File: config.mk
export PLATFORM = sky130hd
export DESIGN_NAME = nonce_readout
export DESIGN_NICKNAME = d
export VERILOG_FILES = /design/src/rtl/nonce_pkg.sv /design/src/rtl/nonce_byte_serializer.sv /design/src/rtl/nonce_readout.sv
export SDC_FILE = /design/constraint.sdc
export NUM_CORES = 1
export LEC_CHECK = 0
export BUFFER_PORTS_ARGS = -buffer_cell sky130_fd_sc_hd__buf_4
export CORE_MARGIN = 2
export CORE_UTILIZATION = 49
export DETAILED_ROUTE_END_ITERATION = 10
export GPL_TIMING_DRIVEN = 0
export PLACE_DENSITY = 0.79
export REMOVE_ABC_BUFFERS = 1
export SLEW_MARGIN = 30
export SYNTH_ARGS = -nofsm -noshare
export SYNTH_HDL_FRONTEND = slang
export SYNTH_SLANG_ARGS = --single-unit
File: constraint.sdc
create_clock -name clk -period 3.1 [get_ports clk]
set_input_delay 0 -clock clk [delete_from_list [all_inputs] [get_ports clk]]
set_output_delay 0 -clock clk [all_outputs]
set_load 0.05 [all_outputs]
File: src/rtl/nonce_pkg.sv
// Shared definitions for the nonce readout path: record layout, byte count and
// the state codes that the capture side decodes.
package nonce_pkg;

  localparam int REC_W         = 40;
  localparam int BYTES_PER_REC = 5;
  localparam int SUCCESS_BIT   = 36;
  localparam int HASH_ID_MSB   = 35;
  localparam int HASH_ID_LSB   = 32;

  // 4'b0111 is deliberately left unused; the capture side treats 4'b0110 as the
  // one-cycle consume strobe.
  typedef enum logic [3:0] {
    ST_IDLE  = 4'b0000,
    ST_LATCH = 4'b0001,
    ST_SEND  = 4'b0011,
    ST_ACK   = 4'b0110,
    ST_GAP   = 4'b0100
  } gen_state_e;

endpackage

File: src/rtl/nonce_byte_serializer.sv
// 40-bit record shifter: parallel load, MSB-first byte presentation, shift by
// one byte per accepted transfer, and a flag marking the final byte.
module nonce_byte_serializer #(
  parameter int BYTES_PER_REC = nonce_pkg::BYTES_PER_REC
) (
  input  logic                         clk,
  input  logic                         reset,
  input  logic                         load_i,
  input  logic [nonce_pkg::REC_W-1:0]  data_i,
  input  logic                         shift_i,
  output logic [7:0]                   byte_o,
  output logic                         last_o
);
  import nonce_pkg::*;

  localparam int IDX_W = (BYTES_PER_REC > 1) ? $clog2(BYTES_PER_REC) : 1;

  logic [REC_W-1:0] shreg_q, shreg_d;
  logic [IDX_W-1:0] idx_q, idx_d;

  always_comb begin
    shreg_d = shreg_q;
    idx_d   = idx_q;
    if (load_i) begin
      shreg_d = data_i;
      idx_d   = '0;
    end else if (shift_i) begin
      shreg_d = {shreg_q[REC_W-9:0], 8'h00};
      idx_d   = idx_q + 1'b1;
    end
  end

  always_ff @(posedge clk) begin
    if (reset) begin
      shreg_q <= '0;
      idx_q   <= '0;
    end else begin
      shreg_q <= shreg_d;
      idx_q   <= idx_d;
    end
  end

  assign byte_o = shreg_q[REC_W-1 -: 8];
  assign last_o = (idx_q == IDX_W'(BYTES_PER_REC - 1));

endmodule

File: src/rtl/nonce_readout.sv
// Reads captured nonce records out of a two-slot ping-pong buffer and streams
// each one as BYTES_PER_REC bytes over a valid/ready byte interface.
module nonce_readout #(
  parameter int BYTES_PER_REC = nonce_pkg::BYTES_PER_REC
) (
  input  logic        clk,
  input  logic        reset,
  input  logic [39:0] nonce1_in,
  input  logic [39:0] nonce2_in,
  input  logic [1:0]  nonce_mark_counter,
  output logic [7:0]  byte_out,
  output logic        byte_valid,
  input  logic        byte_ready,
  output logic [3:0]  data_gen_st,
  output logic        rd_mark,
  output logic        overrun
);
  import nonce_pkg::*;

  gen_state_e state_q, state_d;
  logic       rd_mark_q, rd_mark_d;
  logic       overrun_q, overrun_d;
  logic       ser_load, ser_shift, ser_last;

  always_comb begin
    state_d    = state_q;
    rd_mark_d  = rd_mark_q;
    overrun_d  = overrun_q | (nonce_mark_counter == 2'b11);
    ser_load   = 1'b0;
    ser_shift  = 1'b0;
    byte_valid = 1'b0;
    case (state_q)
      ST_IDLE: begin
        if (nonce_mark_counter != 2'b00) state_d = ST_LATCH;
      end
      ST_LATCH: begin
        ser_load = 1'b1;
        state_d  = ST_SEND;
      end
      ST_SEND: begin
        byte_valid = 1'b1;
        if (byte_ready) begin
          ser_shift = 1'b1;
          if (ser_last) state_d = ST_ACK;
        end
      end
      ST_ACK: begin
        rd_mark_d = ~rd_mark_q;
        state_d   = ST_GAP;
      end
      // GAP lets the capture side's registered decrement land before IDLE
      // looks at the counter again.
      ST_GAP:  state_d = ST_IDLE;
      default: state_d = ST_IDLE;
    endcase
  end

  always_ff @(posedge clk) begin
    if (reset) begin
      state_q   <= ST_IDLE;
      rd_mark_q <= 1'b0;
      overrun_q <= 1'b0;
    end else begin
      state_q   <= state_d;
      rd_mark_q <= rd_mark_d;
      overrun_q <= overrun_d;
    end
  end

  nonce_byte_serializer #(
    .BYTES_PER_REC(BYTES_PER_REC)
  ) u_ser (
    .clk     (clk),
    .reset   (reset),
    .load_i  (ser_load),
    .data_i  (rd_mark_q ? nonce2_in : nonce1_in),
    .shift_i (ser_shift),
    .byte_o  (byte_out),
    .last_o  (ser_last)
  );

  assign data_gen_st = state_q;
  assign rd_mark     = rd_mark_q;
  assign overrun     = overrun_q;

endmodule
# Word-level counts from Yosys, hierarchy flattened
# Cells that the tools add are included.
# op_classes
bitwise_logic,2
muxes,11
reduce_logical,5
eq_ne,8
n_addsub,1
# op_table
op,n
2-to-1 mux 40 bit,3
case mux 4 bit (4 select lines),1
2-to-1 mux 4 bit,3
"inequality test 2 bit, second input constant",3
"equality test 4 x 1 -> 1 bit, second input constant",1
"equality test 4 x 2 -> 1 bit, second input constant",1
"equality test 4 x 3 -> 1 bit, second input constant",1
logical NOT 4 bit,1
2-to-1 mux 1 bit,4
nonzero test 2 bit,2
"adder 3 x 1 -> 3 bit, second input constant",1
"equality test 3 bit, second input constant",1
AND reduction 3 bit,1
"equality test 2 bit, second input constant",1
OR reduction 2 bit,1
inverter 1 bit,1
OR 1 bit,1
# totals
elab_cells,32
in_bits,85
ff_bits,49

# Depth between registers and ports, before layout
# logic_depth
word_depth,4
ltp_mapped,6
ltp_nobuf,4

# Modules after synthesis
# From an unflattened synthesis, not the netlist that was laid out.
# hier_totals
cells_unflattened,273
hier_area_um2,2762.6
# by_module_without_submodules
mod,area_each_um2,instances,cells_per_inst,seq_area_each_um2
nonce_byte_serializer,2014.4,1,202,860.8
nonce_readout,748.2,1,71,100.1

# Worst setup path after synthesis
# Ideal clock, no wire load.
# synth_path
kind,reg-to-reg
startpoint,reg state_q[0] (netlist: data_gen_st[0])
endpoint,reg u_ser.shreg_q[18]
setup_time_ns,0.057
setup_slack_ns,1.400
period_less_slack_ns,1.700
t_arrival_ns,1.643
stages_incl_launch_ff,6
required_time_ns,3.043
path_cell_list,dfxtp_1 or3b_1 buf_2 buf_6 a221oi_2 a21o_1
# synth_between
elab_chain_cells,3
elab_cells_between_ends,6
classes_between,eq/ne: 2; mux: 3; reduce/logical: 1
# synth_lines
item,line,rtl
"start, declared",nonce_readout.sv:20,"gen_state_e state_q, state_d;"
"start signal, assigned",nonce_readout.sv:64,state_q <= state_d;
equality test 4 x 1 -> 1 bit or equality test 4 x 2 -> 1 bit (tied branches),nonce_readout.sv:32,case (state_q)
2-to-1 mux 1 bit,nonce_readout.sv:32,
2-to-1 mux 40 bit or nonzero test 2 bit (tied branches),--,
"end signal, assigned",nonce_byte_serializer.sv:38,shreg_q <= shreg_d;
"end, declared",nonce_byte_serializer.sv:18,"logic [REC_W-1:0] shreg_q, shreg_d;"
# Parallel ways exist; a longest one is shown, timed or not.
# A chain may end at the register's enable or synchronous reset.

# Worst setup path in the final report
# layout_path
startpoint,reg state_q[1] (netlist: data_gen_st[1])
endpoint,reg u_ser.shreg_q[11]
# The elaborated chain is that of the path after synthesis.

==> reports/metrics.csv <==
metric,value,unit
global route overflow,0,
Hold Path End,u_ser.shreg_q[5]$_SDFFE_PP0P_,
total number of vias,2389,
post-placement cell count,418,
arrival time worst endpoint,2.60,ns
TritonRoute pass-1 iters,4,
crit path capture type,flip-flop,
"critical path fanouts, max",43,
Num CTS Buffers,5,
Overall Power,1.557,mW
DRC,0,
post-synth top area share,34.78,%
min-delay src,nonce2_in[5],
Synth cell types,32,
DR top layer,met4,
Finished Layout Cells,430,
post-synth top area cell,dfxtp_1,
crit-path cells,"nor2b_1, o21ba_2, a21o_1",
Worst-Margin Slew,0.6926,ns
Post-Syn Instances,283,
Crit Path Category,flip-flop to flip-flop,
DP Area,0.003423,mm^2
initial antenna violation count,0,
M1 WL,2667,um
starting density of the core,50.48,%
clk root buf,clkbuf_8,
relative slew slack,53.78,%
Total Wirelength,6245,um
peak supply drop,0.2224,mV
RD Place Congestion,0.6586,
RR Startpoint,data_gen_st[1]$_SDFFE_PP0P_,
max_cap viols,0,
vias in the first global route,2249,
WL per Instance,14.52,um
average size of a mapped cell,9.762,um^2
Post-CTS Setup Bufs,0,
outcome,"complete, no violations",
Worst Path Required,3.35,ns
"most common cell after layout, fill and taps aside",buf_4,
core area,0.005473,mm^2
Synth Register Bits,48,
All-Layer GR Usage,20.66,%
Clock Sinks,48,
worst reg2reg endpoint,u_ser.shreg_q[11]$_SDFFE_PP0P_,
DR WL met3,321,um
Int Pwr,1.100,mW
die width,79.09,um
sw frac,29.35,%
CP top delay family,compound AO/OA/AOI/OAI gates,
Logic pwr share,24.6,%
nets,444,
Initial DRC Count,92,
Mapped Area,0.002763,mm^2
final worst path period need,2.352,ns
Power Dens Cells,436.1,mW/mm^2
post-cts resize count,0,
Leak,1.668,nW
sequential share of the synthesized area,34.78,%
Worst-Skew Late Latency,0.30,ns
Peak Freq,0.4252,GHz
drt via density,5.556,
clock group share of total power,28.8,%
Final Max Slew Viols,0,
CTS tree,built,
row cnt,27,
wire length on met2,3177,um
WP buf/inv,0,
largest net degree at the start of global routing,44,
full die area,0.006254,mm^2
Syn-to-layout area delta,29.26,%
R2R Setup Slk,0.75,ns
I/O Buffers,98,
fill cell count,483,
Clock Path Buffers,2,
Flop pwr share,46.7,%
diodes inserted,0,
antenna-violating nets left,0,
Clock Skew,0.006666,ns
ratio of final minimum period to clock period,75.87,%
detailed placement HPWL,4154,um
FF-to-FF path depth,3,
CTS H-tree lvls,2,
most frequent cells in the layout,"buf_4, dfxtp_1, nand2_1",
switching pwr,0.4570,mW
YS warnings,0,
final setup vio count,0,
ratio of cells with drive above 1 in the final layout,42.18,%
IO Count,100,
CP max stage cell,dfxtp_4,
global-route wire length before repair,10400,um
Min-Delay Path Class,primary input to flip-flop,
ranking of synthesized cells by area,"dfxtp_1, a221oi_2, mux2i_1",
Fin. Hold Viols,0,
Finished Cell Area,0.003571,mm^2
Clock transition at path regs,0.09,ns
Slowest Stage Delay on Critical Path,0.78,ns
unrepaired setup endpoints after global routing,false,
Hold Crit Depth,4,
Die Ht,79.09,um
CP startpoint kind,flip-flop,
[registers in the layout, summed over array words and instances (netlist names)]
name	count
rd_mark	1
overrun	1
data_gen_st	3
u_ser.shreg_q	40
u_ser.idx_q	3
[cells in the mapped netlist, drive strengths merged]
| cell type | instances |
|---|---|
| or3 | 2 |
| nor3b | 1 |
| nor3 | 1 |
| inv | 4 |
| nand4 | 2 |
| xor2 | 2 |
| clkbuf | 11 |
| nand3b | 3 |
| or2b | 1 |
| mux2i | 32 |
| nor2 | 2 |
| or3b | 1 |
| a21oi | 11 |
| conb | 1 |
| ha | 2 |
| dfxtp | 48 |
| a31oi | 2 |
| and4b | 1 |
| nand2 | 43 |
| a21o | 32 |
| nand3 | 1 |
| mux2 | 8 |
| a221oi | 32 |
| o21ai | 9 |
| a31o | 1 |
| nor2b | 2 |
| o21ba | 1 |
| buf | 27 |
[kinds of logic (layout without fill, tap and decap cells)]
| logic type | count (synthesis) | after routing | synth area share, % |
|---|---|---|---|
| fa+ha+maj | 2 | 2 | 0.9057 |
| mux | 40 | 40 | 14.86 |
| buf+inv | 42 | 117 | 8.469 |
| simple gates | 60 | 60 | 10.05 |
| flops | 48 | 48 | 34.78 |
| other cells | 1 | 1 | 0.1357 |
| xor+xnor | 2 | 2 | 0.6342 |
| compound gates | 88 | 88 | 30.16 |
[worst reg2reg max path: cells and delay by family (launching register included)]
family / cells / cell delay, ns
AO/OA/AOI/OAI: 2 / 0.89
flip-flops: 1 / 0.78
AND/OR/NAND/NOR: 1 / 0.63
[power groups by stage]
stage                     combinational, mW  sequential, mW  clock [mW]
after CTS                             0.386           0.726       0.457
after global routing                  0.415           0.736       0.488
after floorplan                       0.168           0.784           0
final                                 0.383           0.727       0.448
after detailed placement              0.381           0.740           0
after global placement                0.367           0.738           0
[stage by stage]
| step | util (%) | TNS [ns] | setup slack [ns] | hold slack [ns] |
|---|---|---|---|---|
| finish | 65.25 | 0 | 0.7481 | 0.09121 |
| global route | 65.25 | 0 | 0.5885 | 0.1224 |
| CTS | 65.25 | 0 | 0.7624 | 0.09107 |
| detailed placement | 62.55 | 0 | 0.7861 | 0.2540 |
| global placement | 61.57 | -56.75 | -1.600 | 0.2422 |
| floorplan | - | -24.36 | -0.7470 | 0.06907 |
[worst max path at each step]
stage,start,slack (ns),end,cells past startpoint
finish,data_gen_st[1]$_SDFFE_PP0P_,0.75,u_ser.shreg_q[11]$_SDFFE_PP0P_,3
global route,data_gen_st[1]$_SDFFE_PP0P_,0.59,u_ser.shreg_q[32]$_SDFFE_PP0P_,3
CTS,data_gen_st[1]$_SDFFE_PP0P_,0.76,u_ser.shreg_q[23]$_SDFFE_PP0P_,3
detailed placement,data_gen_st[1]$_SDFFE_PP0P_,0.79,u_ser.shreg_q[32]$_SDFFE_PP0P_,3
global placement,data_gen_st[1]$_SDFFE_PP0P_,-1.60,u_ser.shreg_q[17]$_SDFFE_PP0P_,3
floorplan,data_gen_st[1]$_SDFFE_PP0P_,-0.75,u_ser.shreg_q[15]$_SDFFE_PP0P_,3
[layer usage]
metal / track usage (%) / up-vias
li1: - / 1176
met1: 25.80 / 1139
met2: 35.85 / 65
met3: 4.545 / 9
met4: 5.690 / 0
met5: 0 / -
[final cells by class]
class / instances / area, um^2 / area share [%]
clock buffers: 6 / 72.57 / 2.032
inverters: 4 / 15.01 / 0.4205
flip-flops and latches: 48 / 968.4 / 27.12
well taps: 72 / 90.09 / 2.523
clock inverters: 2 / 35.03 / 0.9811
multi-input cells: 193 / 1577 / 44.15
repair buffers: 105 / 813.3 / 22.78
[repair_timing]
action                     CTS  global route
hold buffers                 4             0
setup endpoints to repair    0             0
hold endpoints to repair    14             0
No activity file was read; power rests on OpenSTA's default activity.
